### src/rtl/quad_pkg.sv
// Shared definitions for the quadrature decoder: phase-pair encodings,
// direction codes and the forward (up) Gray-code successor function.
package quad_pkg;

  // Synchronized phase pair ab = {A,B}
  typedef enum logic [1:0] {
    S00 = 2'b00,
    S01 = 2'b01,
    S10 = 2'b10,
    S11 = 2'b11
  } ab_t;

  localparam logic DIR_UP = 1'b1;
  localparam logic DIR_DN = 1'b0;

  // Up sequence 00 -> 10 -> 11 -> 01 -> 00 (A leads B)
  function automatic ab_t next_up(input ab_t s);
    case (s)
      S00:     return S10;
      S10:     return S11;
      S11:     return S01;
      default: return S00;
    endcase
  endfunction

endpackage

### src/rtl/quad_sync_filter.sv
// One encoder phase: 2-FF synchronizer, optionally followed by a stability
// filter (enabled with QUAD_GLITCH_FILTER_EN). o_vld rises once o_q carries
// a real pin sample rather than the reset value of the pipeline.
module quad_sync_filter
  import quad_pkg::*;
#(
  parameter int unsigned FILTER_LEN = 4
) (
  input  logic clk,
  input  logic rst,
  input  logic i_d,
  output logic o_q,
  output logic o_vld
);

  logic       r_meta;
  logic       r_sync;
  logic [1:0] r_fill;

  // Synchronizer chain and pipeline-fill tracker
  always_ff @(posedge clk) begin
    if (rst) begin
      r_meta <= 1'b0;
      r_sync <= 1'b0;
      r_fill <= '0;
    end else begin
      r_meta <= i_d;
      r_sync <= r_meta;
      r_fill <= {r_fill[0], 1'b1};
    end
  end

`ifdef QUAD_GLITCH_FILTER_EN
  localparam int unsigned CW = (FILTER_LEN > 1) ? $clog2(FILTER_LEN) : 1;
  localparam logic [CW-1:0] LAST = CW'(FILTER_LEN - 1);

  logic [CW-1:0] r_cnt;
  logic          r_out;
  logic          r_primed;

  // Accept a new level only after FILTER_LEN consecutive differing samples;
  // the first valid sample is loaded directly so idle levels held through
  // reset are not seen as a transition.
  always_ff @(posedge clk) begin
    if (rst) begin
      r_cnt    <= '0;
      r_out    <= 1'b0;
      r_primed <= 1'b0;
    end else if (!r_primed) begin
      r_cnt <= '0;
      if (r_fill[1]) begin
        r_out    <= r_sync;
        r_primed <= 1'b1;
      end
    end else if (r_sync == r_out) begin
      r_cnt <= '0;
    end else if (r_cnt == LAST) begin
      r_out <= r_sync;
      r_cnt <= '0;
    end else begin
      r_cnt <= r_cnt + 1'b1;
    end
  end

  assign o_q   = r_out;
  assign o_vld = r_primed;
`else
  assign o_q   = r_sync;
  assign o_vld = r_fill[1];
`endif

endmodule

### src/rtl/quad_decoder.sv
// Quadrature decoder top: synchronizes both phases, classifies each change
// of ab = {A,B} as up/down/illegal, and keeps a wrapping position count.
// Optional glitch filter: define QUAD_GLITCH_FILTER_EN.
module quad_decoder
  import quad_pkg::*;
#(
  parameter int unsigned WIDTH      = 8,
  parameter int unsigned FILTER_LEN = 4
) (
  input  logic             clk,
  input  logic             rst,
  input  logic             quad_a,
  input  logic             quad_b,
  input  logic             clr,
  output logic             step,
  output logic             dir,
  output logic [WIDTH-1:0] pos,
  output logic             err
);

  logic             w_a, w_b, w_va, w_vb;
  ab_t              w_ab;
  logic             w_up, w_dn, w_ill;
  ab_t              r_prev;
  logic             r_primed;
  logic             r_step, r_dir, r_err;
  logic [WIDTH-1:0] r_pos;

  quad_sync_filter #(.FILTER_LEN(FILTER_LEN)) u_sync_a (
    .clk(clk), .rst(rst), .i_d(quad_a), .o_q(w_a), .o_vld(w_va)
  );

  quad_sync_filter #(.FILTER_LEN(FILTER_LEN)) u_sync_b (
    .clk(clk), .rst(rst), .i_d(quad_b), .o_q(w_b), .o_vld(w_vb)
  );

  // Transition classification against the previous sample
  always_comb begin
    w_ab  = ab_t'({w_a, w_b});
    w_up  = r_primed && (w_ab == next_up(r_prev));
    w_dn  = r_primed && (r_prev == next_up(w_ab));
    w_ill = r_primed && (w_ab != r_prev) && !w_up && !w_dn;
  end

  // Decoder state; priming waits until the synchronizers hold real pin
  // samples, so levels present during reset never register as a transition.
  always_ff @(posedge clk) begin
    if (rst) begin
      r_prev   <= S00;
      r_primed <= 1'b0;
      r_step   <= 1'b0;
      r_dir    <= DIR_UP;
      r_pos    <= '0;
      r_err    <= 1'b0;
    end else begin
      r_prev <= w_ab;
      r_step <= 1'b0;
      if (!r_primed) r_primed <= w_va && w_vb;
      if (clr) begin
        r_pos <= '0;
        r_err <= w_ill;
      end else begin
        if (w_ill) r_err <= 1'b1;
        if (w_up || w_dn) begin
          r_step <= 1'b1;
          r_dir  <= w_up ? DIR_UP : DIR_DN;
          r_pos  <= w_up ? r_pos + 1'b1 : r_pos - 1'b1;
        end
      end
    end
  end

  assign step = r_step;
  assign dir  = r_dir;
  assign pos  = r_pos;
  assign err  = r_err;

endmodule

### config.mk
export PLATFORM = sky130hd
export DESIGN_NAME = quad_decoder
export DESIGN_NICKNAME = d
export VERILOG_FILES = /design/src/rtl/quad_pkg.sv /design/src/rtl/quad_sync_filter.sv /design/src/rtl/quad_decoder.sv
export SDC_FILE = /design/constraint.sdc
export NUM_CORES = 1
export LEC_CHECK = 0
export BUFFER_PORTS_ARGS = -buffer_cell sky130_fd_sc_hd__buf_4
export CAP_MARGIN = 20
export CORE_MARGIN = 1
export CORE_UTILIZATION = 50
export DETAILED_ROUTE_END_ITERATION = 8
export MAX_ROUTING_LAYER = met4
export PLACE_DENSITY = 0.74
export SLEW_MARGIN = 20
export SYNTH_ARGS = -nofsm -noshare
export SYNTH_HDL_FRONTEND = slang
export SYNTH_HIERARCHICAL = 1
export SYNTH_SLANG_ARGS = --single-unit
### constraint.sdc
create_clock -name clk -period 2.43 [get_ports clk]
set_clock_uncertainty 0.1 [all_clocks]
set_input_delay 0.1215 -clock clk [delete_from_list [all_inputs] [get_ports clk]]
set_output_delay 0.1215 -clock clk [all_outputs]
set_load 0.005 [all_outputs]
==> results of run 1 <==
==> per-stage QoR <==
step	TNS [ns]	worst slack, ns	cell area [sq um]	power, mW
after floorplan	0	0.0324	1120	0.417
after global placement	0	0.0903	1360	0.441
after detailed placement	0	0.0343	1360	0.443
after CTS	0	0.00526	1440	0.611
after global routing	-0.106	-0.0542	1570	0.640
final	0	0.0337	1570	0.613
==> cells in the mapped netlist (all sizes together) (4+ instances only) <==
cell	n	area, sq um
o21ai	8	40.0
nor2b	8	50.1
nor2	4	15.0
xnor2	4	35.0
nand3	5	30.0
dfxtp	22	440
a21oi	5	28.8
nor3	7	46.3
ha	6	75.1
inv	7	26.3
==> report_power, final <==
part	leakage [nW]	switching [mW]	internal [mW]
Combinational	0.446	0.0365	0.0418
Clock	0.0138	0.103	0.0579
Sequential	0.181	0.00498	0.369
==> layout by cell type, fill, tap and decap left out, types with 3 or more instances in the layout <==
master	n
o211ai_1	3
nor2b_1	8
inv_1	5
a21oi_1	4
nor2_1	4
a21o_1	3
dlygate4sd3_1	6
xnor2_1	3
nor3_1	6
nand4_1	3
o21ai_1	3
clkbuf_4	3
buf_4	30
o21ai_0	5
nand3_1	4
dfxtp_1	20
==> state kept, by name, summed over array words and instances (netlist names) <==
name             count
r_prev               2
u_sync_a/o_q         1
u_sync_b/r_meta      1
u_sync_b/o_q         1
u_sync_a/r_meta      1
u_sync_b/r_fill      2
u_sync_a/r_fill      2
pos                  8
dir                  1
err                  1
step                 1
r_primed             1
==> path summary, 6_finish.rpt <==
kind | endpoint | cells past startpoint | slack, ns | startpoint
worst max-delay path | pos[6]$_SDFFE_PP0N_ | 9 | 0.03 | r_prev[1]$_SDFF_PP0_
worst min register to register | u_sync_a/r_fill[1]$_SDFF_PP0_ | 1 | 0.34 | u_sync_a/r_fill[0]$_DFF_P_
worst max register to register | pos[6]$_SDFFE_PP0N_ | 9 | 0.03 | r_prev[1]$_SDFF_PP0_
worst min-delay path | u_sync_a/r_fill[1]$_SDFF_PP0_ | 1 | 0.34 | u_sync_a/r_fill[0]$_DFF_P_
==> cell families after synthesis <==
logic type	after synthesis	synth area share (%)
xor gates and xnor gates	7	6.15
and+or+nand+nor	39	21.8
DFF	22	39.3
AOI/OAI and AO/OA	34	21.9
buffers and inverters	7	2.35
adders and majority gates	7	8.49
==> final cells by class <==
| type | instances | area (sq um) | share of cell area (%) |
|---|---|---|---|
| Inverter | 7 | 28.8 | 1.84 |
| Multi-Input combinational cell | 87 | 744 | 47.5 |
| Timing Repair inverter | 1 | 7.51 | 0.479 |
| Timing Repair Buffer | 36 | 285 | 18.2 |
| Clock buffer | 3 | 22.5 | 1.44 |
| Tap cell | 27 | 33.8 | 2.15 |
| Sequential cell | 22 | 445 | 28.4 |
==> timing repair <==
action | CTS | global route
resized for setup | 0 | 24
setup endpoints to repair | 0 | 3
buffers inserted | 0 | 3
hold buffers | 6 | 0
endpoints found under the hold margin | 12 | 0
==> layer usage <==
metal | GRT usage [%] | vias up
li1 | - | 519
met5 | - | -
met4 | 5.39 | 0
met2 | 36.1 | 26
met1 | 27.4 | 487
met3 | 6.23 | 10
==> results.py, run 1 <==
metrics = {
    "run_status": {
        "outcome": "finished clean",
    },
    "worst_setup_path": {
        "worstSetupPathType": "reg -> reg",
        "path_buf_inv": 2,
        "path_max_fanout": 6,
        "crit_slowest_cell": "or3b_2",
        "crit_family": "simple AND/OR/NAND/NOR gates",
        "cp-start-kind": "flop",
        "path_cells": "xor2_2 > nor3_4 > clkinvlp_4 > ha_1 > buf_4 > or3b_2 > nand3_1 > nor3b_2 > o21ai_1",
        "cp.arrival_ns": 2.54,
        "cp-end-kind": "flop",
        "critical_path.max_stage_delay_ns": 0.45,
        "cp.required_ns": 2.57,
    },
    "sta": {
        "finalCriticalPeriod_ns": 2.40,
        "holdWs_ns": 0.345,
        "setup_viol": 0,
        "post-route-period-util_pct": 98.6,
        "fmax_mhz": 417,
        "tightest_slew_ns": 0.383,
        "rsz0062_at_grt": "true",
        "slew_headroom_pct": 74.4,
        "slew_viol_final": 0,
        "hold_viol_final": 0,
    },
    "clock_network": {
        "cts_max_level": 1,
        "cts_buffers": 3,
        "cts_tree": "built",
        "clock-root-buffer": "clkbuf_4",
        "clk_pin_slew_ns": 0.11,
        "clock_latency_ns": 0.30,
        "clock-sinks": 22,
        "cts.path.max_buffers": 2,
    },
    "cells_and_area": {
        "areaGrowthSynthToFinish_pct": 40.0,
        "nFillCells": 154,
        "final-instance-count-excl-fill": 183,
        "final_util_pct": 76.8,
        "nets": 170,
        "diodes": 0,
        "drive_above_1_share_pct": 37.2,
    },
    "synthesis": {
        "ys_types": 40,
        "synth_cells": 116,
        "ys.flop_type": "dfxtp_1",
        "synth_area_per_cell_sq_um": 9.65,
        "syn-num-nets": 128,
        "yosys_warnings": 6,
        "ys_seq_area_share_pct": 39.3,
        "syn_area_sq_um": 1120,
        "ys_ff_latch": 22,
        "synth_edf_count": 0,
        "async_flop_share_pct": 0,
    },
    "placement": {
        "io_buffers": 15,
        "routabilityCongestion": 0.887,
        "post-dp-hpwl_microns": 1760,
        "placed_cells": 170,
    },
    "floorplanning": {
        "core-area_sq_um": 2040,
        "dieArea_sq_um": 2430,
        "die_h_microns": 49.3,
        "core.rowCount": 16,
        "initial_core_util_pct": 54.8,
        "die_w_microns": 49.3,
        "io_pins": 16,
    },
    "route": {
        "routed-wl-met3_microns": 106,
        "wl_per_cell_microns": 14.3,
        "num_vias": 1042,
        "wirelength_met1_microns": 1220,
        "post-route-drc-count": 0,
        "wl_met2_microns": 1220,
        "via_per_inst": 5.69,
        "route.antenna.remaining_nets": 0,
        "drt_iter0_markers": 23,
        "totalWireLength_microns": 2620,
        "top_layer": "met4",
        "firstDrtPassIters": 4,
    },
    "power": {
        "powerDensity_nw_per_um2": 391,
        "peakVddDrop_mv": 0.440,
        "leakagePower_nw": 0.641,
    },
    "global_route": {
        "grt_max_degree": 17,
        "grt_pass1_vias": 959,
        "grt_pass1_wl_microns": 4100,
        "antenna_found_initial": 0,
        "grt.overflow.total": 0,
        "grtUsageTotal_pct": 22.3,
    },
    "worst_hold_path": {
        "hold_path_class": "reg -> reg",
    },
    "run": {
        "max_cap_violations": 0,
    },
}
(Power assumes the default switching activity.)
==> run 2: changes to the inputs <==
==> constraint.sdc (replaced) <==
create_clock -name clk -period 2.43 [get_ports clk]
set_clock_uncertainty 0.1 [all_clocks]
set_input_delay 0.243 -clock clk [delete_from_list [all_inputs] [get_ports clk]]
set_output_delay 0.243 -clock clk [all_outputs]
set_load 0.005 [all_outputs]
==> run 2 against run 1 <==
Compared with the run above:
- die area unchanged
- fmax is 0.13% higher
- hold slack lost 0.30 ns
- global-route usage decreased by 0.74 points
- power is 1.5% lower
- sequential share of layout area grew 1.1 points
- cell area is 3.8% lower
- non-clock buffer count decreased by 6
- count of clock-buffer cells in the layout is the same
- via count fell by 2.0%
- register-to-register slack barely moved
- largest cell class unchanged
- highest routed layer unchanged
==> results.py, run 2 (synthesis results as in run 1) <==
metrics = {
    "run_status": {
        "outcome": "finished clean",
    },
    "cells_and_area": {
        "drive_above_1_share_pct": 38.7,
        "areaGrowthSynthToFinish_pct": 34.6,
        "layout_commonest_cell": "buf_4",
        "nFillCells": 163,
        "nets": 164,
        "diodes": 0,
        "final_util_pct": 73.8,
        "multi_input_area_sq_um": 744,
        "final_cell_mix": "buf_4, dfxtp_1, nor2b_1",
        "regArea_sq_um": 445,
        "largest_reg_flops": 8,
    },
    "global_route": {
        "grt_pass1_vias": 916,
        "grt_max_degree": 17,
        "antenna_found_initial": 0,
        "grt_pass1_wl_microns": 3970,
        "grtUsageTotal_pct": 21.6,
        "grt.overflow.total": 0,
    },
    "clock_network": {
        "cts_tree": "built",
        "cts_max_level": 1,
        "clock-root-buffer": "clkbuf_4",
        "clock_latency_ns": 0.30,
        "clk_pin_slew_ns": 0.11,
        "cts_buffers": 3,
        "clock-sinks": 22,
        "cts.path.max_buffers": 2,
    },
    "floorplanning": {
        "dieArea_sq_um": 2430,
        "core-area_sq_um": 2040,
        "io_pins": 16,
        "die_h_microns": 49.3,
        "initial_core_util_pct": 54.8,
        "core.rowCount": 16,
        "die_w_microns": 49.3,
    },
    "placement": {
        "io_buffers": 15,
        "post-dp-hpwl_microns": 1760,
        "routabilityCongestion": 0.887,
    },
    "sta": {
        "rsz0062_at_grt": "true",
        "slew_headroom_pct": 74.4,
        "hold_viol_final": 0,
        "setup_viol": 0,
        "finalCriticalPeriod_ns": 2.39,
        "slew_viol_final": 0,
        "tightest_slew_ns": 0.383,
        "holdWs_ns": 0.0451,
        "post-route-period-util_pct": 98.5,
        "fmax_mhz": 418,
    },
    "route": {
        "wl_per_cell_microns": 14.3,
        "firstDrtPassIters": 4,
        "route.antenna.remaining_nets": 0,
        "drt_iter0_markers": 23,
        "num_vias": 1021,
        "post-route-drc-count": 0,
        "via_per_inst": 5.77,
        "totalWireLength_microns": 2530,
    },
    "worst_setup_path": {
        "crit_family": "simple AND/OR/NAND/NOR gates",
        "path_buf_inv": 2,
        "path_cells": "xor2_2 > nor3_4 > clkinvlp_4 > ha_1 > buf_4 > or3b_2 > nand3_1 > nor3b_2 > o21ai_1",
        "cp-end-kind": "flop",
        "crit_slowest_cell": "or3b_2",
        "cp.required_ns": 2.57,
        "critical_path.max_stage_delay_ns": 0.45,
        "cp-start-kind": "flop",
        "path_max_fanout": 6,
        "worstSetupPathType": "reg -> reg",
        "cp.arrival_ns": 2.54,
    },
    "power": {
        "sw_frac_of_total_pct": 23.4,
        "p_switching_mw": 0.141,
        "peakVddDrop_mv": 0.427,
        "combPwrFrac_pct": 11.7,
        "leakagePower_nw": 0.613,
        "powerDensity_nw_per_um2": 400,
        "seqPwrFrac_pct": 61.9,
        "p_int_mw": 0.462,
        "power_frac_clock_pct": 26.4,
    },
    "run": {
        "max_cap_violations": 0,
    },
    "worst_hold_path": {
        "hold_path_class": "in -> reg",
    },
}
==> run 2: what timing repair did <==
item                                    4_1_cts  5_1_grt
endpoints found under the setup margin        0        3
hold buffers                                  0        0
gates resized for setup                       0       24
setup buffers                                 0        3
endpoints found under the hold margin         0        0
==> run 2: worst paths after layout <==
| check | from | to | slack [ns] | depth (start not counted) |
|---|---|---|---|---|
| hold / removal | quad_b | u_sync_b/r_meta$_SDFF_PP0_ | 0.05 | 2 |
| setup / recovery | r_prev[1]$_SDFF_PP0_ | pos[6]$_SDFFE_PP0N_ | 0.04 | 9 |
| setup reg to reg | r_prev[1]$_SDFF_PP0_ | pos[6]$_SDFFE_PP0N_ | 0.04 | 9 |
| hold reg to reg | u_sync_a/r_fill[0]$_DFF_P_ | u_sync_a/r_fill[1]$_SDFF_PP0_ | 0.34 | 1 |
==> run 2: stage by stage <==
| stage | TNS, ns | power, mW | cell area [sq um] | cells | setup slack [ns] |
|---|---|---|---|---|---|
| after global placement | 0 | 0.441 | 1360 | 170 | 0.0903 |
| final | 0 | 0.604 | 1510 | 177 | 0.0368 |
| after floorplan | 0 | 0.417 | 1120 | 116 | 0.0324 |
| after CTS | 0 | 0.603 | 1380 | 173 | 0.00526 |
| after detailed placement | 0 | 0.443 | 1360 | 170 | 0.0343 |
| after global routing | -0.107 | 0.631 | 1510 | 177 | -0.0544 |
==> run 2: area by class of cell <==
cell class	instances	area share, %
tap	27	2.24
multi-input combinational	87	49.4
inverter	7	1.91
timing repair buffer	30	14.9
clock buffer	3	1.49
sequential	22	29.5
timing repair inverter	1	0.498
==> run 2: power groups by stage <==
stage	registers [mW]	clock network, mW	logic, mW
after detailed placement	0.383	0	0.0601
after floorplan	0.383	0	0.0334
after CTS	0.375	0.168	0.0605
after global placement	0.382	0	0.0588
after global routing	0.375	0.179	0.0770
final	0.374	0.159	0.0703
==> run 2: metal layers <==
layer | routed length, microns | up-vias | global-route usage (%)
met5 | 0 | - | -
met4 | 74 | 0 | 4.90
met3 | 109 | 10 | 6.23
met2 | 1150 | 26 | 34.2
met1 | 1190 | 478 | 27.0
li1 | - | 507 | -
==> run 3: changes to the inputs <==
--- a/config.mk
+++ b/config.mk
@@ -7,11 +7,15 @@
 export LEC_CHECK = 0
 export BUFFER_PORTS_ARGS = -buffer_cell sky130_fd_sc_hd__buf_4
 export CAP_MARGIN = 20
+export CELL_PAD_IN_SITES_DETAIL_PLACEMENT = 0
+export CELL_PAD_IN_SITES_GLOBAL_PLACEMENT = 2
+export CORE_ASPECT_RATIO = 0.5
 export CORE_MARGIN = 1
-export CORE_UTILIZATION = 50
+export CORE_UTILIZATION = 31
 export DETAILED_ROUTE_END_ITERATION = 8
 export MAX_ROUTING_LAYER = met4
-export PLACE_DENSITY = 0.74
+export PLACE_DENSITY_LB_ADDON = 0.1
+export SKIP_CTS_REPAIR_TIMING = 1
 export SLEW_MARGIN = 20
 export SYNTH_ARGS = -nofsm -noshare
 export SYNTH_HDL_FRONTEND = slang
==> run 3 against run 2 <==
Compared with the run above:
- combinational power down 5.5%
- setup slack better by 0.083 ns
- sequential share of layout area down 0.66 points
- power up 30%
- largest cell class unchanged
- cell count up 12%
- fmax up 3.6%
- cell area up 2.0%
- sequential power about the same
==> results.py, run 3 (synthesis results as in run 1) <==
metrics = {
    "floorplanning": {
        "core-area_sq_um": 3210,
        "die_w_microns": 87,
        "core.rowCount": 14,
        "dieArea_sq_um": 3870,
        "io_pins": 16,
        "initial_core_util_pct": 34.9,
        "die_h_microns": 44.5,
    },
    "cells_and_area": {
        "areaGrowthSynthToFinish_pct": 37.3,
        "nets": 164,
        "drive_above_1_share_pct": 33.8,
        "largest_reg_flops": 8,
        "nFillCells": 315,
        "final_cell_mix": "buf_4, dfxtp_1, nor2b_1",
        "final-instance-count-excl-fill": 199,
        "diodes": 0,
        "layout_commonest_cell": "buf_4",
    },
    "sta": {
        "tightest_slew_ns": 0.387,
        "finalCriticalPeriod_ns": 2.31,
        "fmax_mhz": 433,
        "setup_tns_ns": 0,
        "setup_viol": 0,
        "hold_viol_final": 0,
        "slew_viol_final": 0,
        "rsz0062_at_grt": "true",
        "slew_headroom_pct": 73.9,
        "post-route-period-util_pct": 95.1,
    },
    "route": {
        "via_per_inst": 4.93,
        "route.antenna.remaining_nets": 0,
        "wl_per_cell_microns": 12.8,
        "post-route-drc-count": 0,
        "num_vias": 982,
        "firstDrtPassIters": 4,
        "totalWireLength_microns": 2560,
        "drt_iter0_markers": 29,
    },
    "global_route": {
        "antenna_found_initial": 0,
        "grt_pass1_vias": 915,
        "grt_max_degree": 17,
        "grt.overflow.total": 0,
        "grtUsageTotal_pct": 15.4,
        "grt_pass1_wl_microns": 4290,
    },
    "clock_network": {
        "cts_tree": "built",
        "clock-sinks": 22,
        "clk_pin_slew_ns": 0.09,
        "clock-root-buffer": "clkbuf_8",
        "cts_buffers": 3,
        "clock_latency_ns": 0.26,
        "cts_max_level": 1,
        "cts.path.max_buffers": 2,
    },
    "worst_setup_path": {
        "cp.required_ns": 2.48,
        "worstSetupPathType": "reg -> reg",
        "critical_path.max_stage_delay_ns": 0.35,
        "cp-start-kind": "flop",
        "cp-end-kind": "flop",
        "crit_family": "compound AO/OA/AOI/OAI gates",
        "path_buf_inv": 2,
        "reg2reg_from": "r_prev[1]$_SDFF_PP0_",
        "crit_slowest_cell": "dfxtp_2",
        "cp.arrival_ns": 2.36,
        "path_cells": "xor2_2 > nor3_4 > inv_4 > buf_4 > ha_1 > or2_2 > a31oi_1 > a211o_1 > o211ai_1",
        "crit_path_start": "r_prev[1]$_SDFF_PP0_",
        "path_max_fanout": 9,
    },
    "worst_hold_path": {
        "worstHoldStart": "quad_b",
        "hold_path_class": "in -> reg",
    },
    "power": {
        "powerDensity_nw_per_um2": 510,
        "total_power_mw": 0.785,
        "peakVddDrop_mv": 0.245,
        "leakagePower_nw": 0.639,
    },
    "placement": {
        "post-dp-hpwl_microns": 1890,
        "routabilityCongestion": 0.755,
        "io_buffers": 15,
        "placed_cells": 194,
    },
    "run_status": {
        "outcome": "finished clean",
    },
    "run": {
        "max_cap_violations": 0,
    },
}
==> run 3: power by group <==
part	leakage (nW)	total (mW)	switching, mW	internal, mW
clock network	0.0357	0.344	0.124	0.220
logic	0.422	0.0664	0.0331	0.0333
registers	0.181	0.374	0.00449	0.370
total	0.639	0.785	0.162	0.623
==> run 3: path summary, 6_finish.rpt <==
check	end	slack, ns	cells past startpoint
worst min register to register	u_sync_b/o_q$_SDFF_PP0_	0.34	1
worst max-delay path	pos[7]$_SDFFE_PP0N_	0.12	9
worst max register to register	pos[7]$_SDFFE_PP0N_	0.12	9
worst min-delay path	u_sync_b/r_meta$_SDFF_PP0_	0.09	2
==> run 3: cell type report <==
cell class | instances | area [sq um] | area share, %
Inverter | 7 | 28.8 | 1.87
Tap cell | 48 | 60.1 | 3.91
Timing Repair Buffer | 31 | 233 | 15.1
Clock inverter | 1 | 30.0 | 1.95
Sequential cell | 22 | 444 | 28.9
Multi-Input combinational cell | 87 | 701 | 45.6
Clock buffer | 3 | 41.3 | 2.69
==> run 3: per-layer routing <==
metal,GRT usage [%],part of all wire (%),vias up
li1,-,-,506
met1,19.7,52,458
met2,24.1,44,16
met3,5.22,4.2,2
met4,2.00,0.31,0
met5,-,0,-
==> run 3: metrics by stage <==
stage / util, % / cell area (sq um) / worst slack (ns) / hold slack (ns)
floorplan: - / 1120 / 0.0324 / 0.200
global placement: 43.8 / 1410 / 0.108 / 0.317
detailed placement: 43.8 / 1410 / 0.0475 / 0.327
CTS: 46.1 / 1480 / 0.0182 / 0.0822
global route: 48.0 / 1540 / -0.0564 / 0.102
finish: 48.0 / 1540 / 0.120 / 0.0890
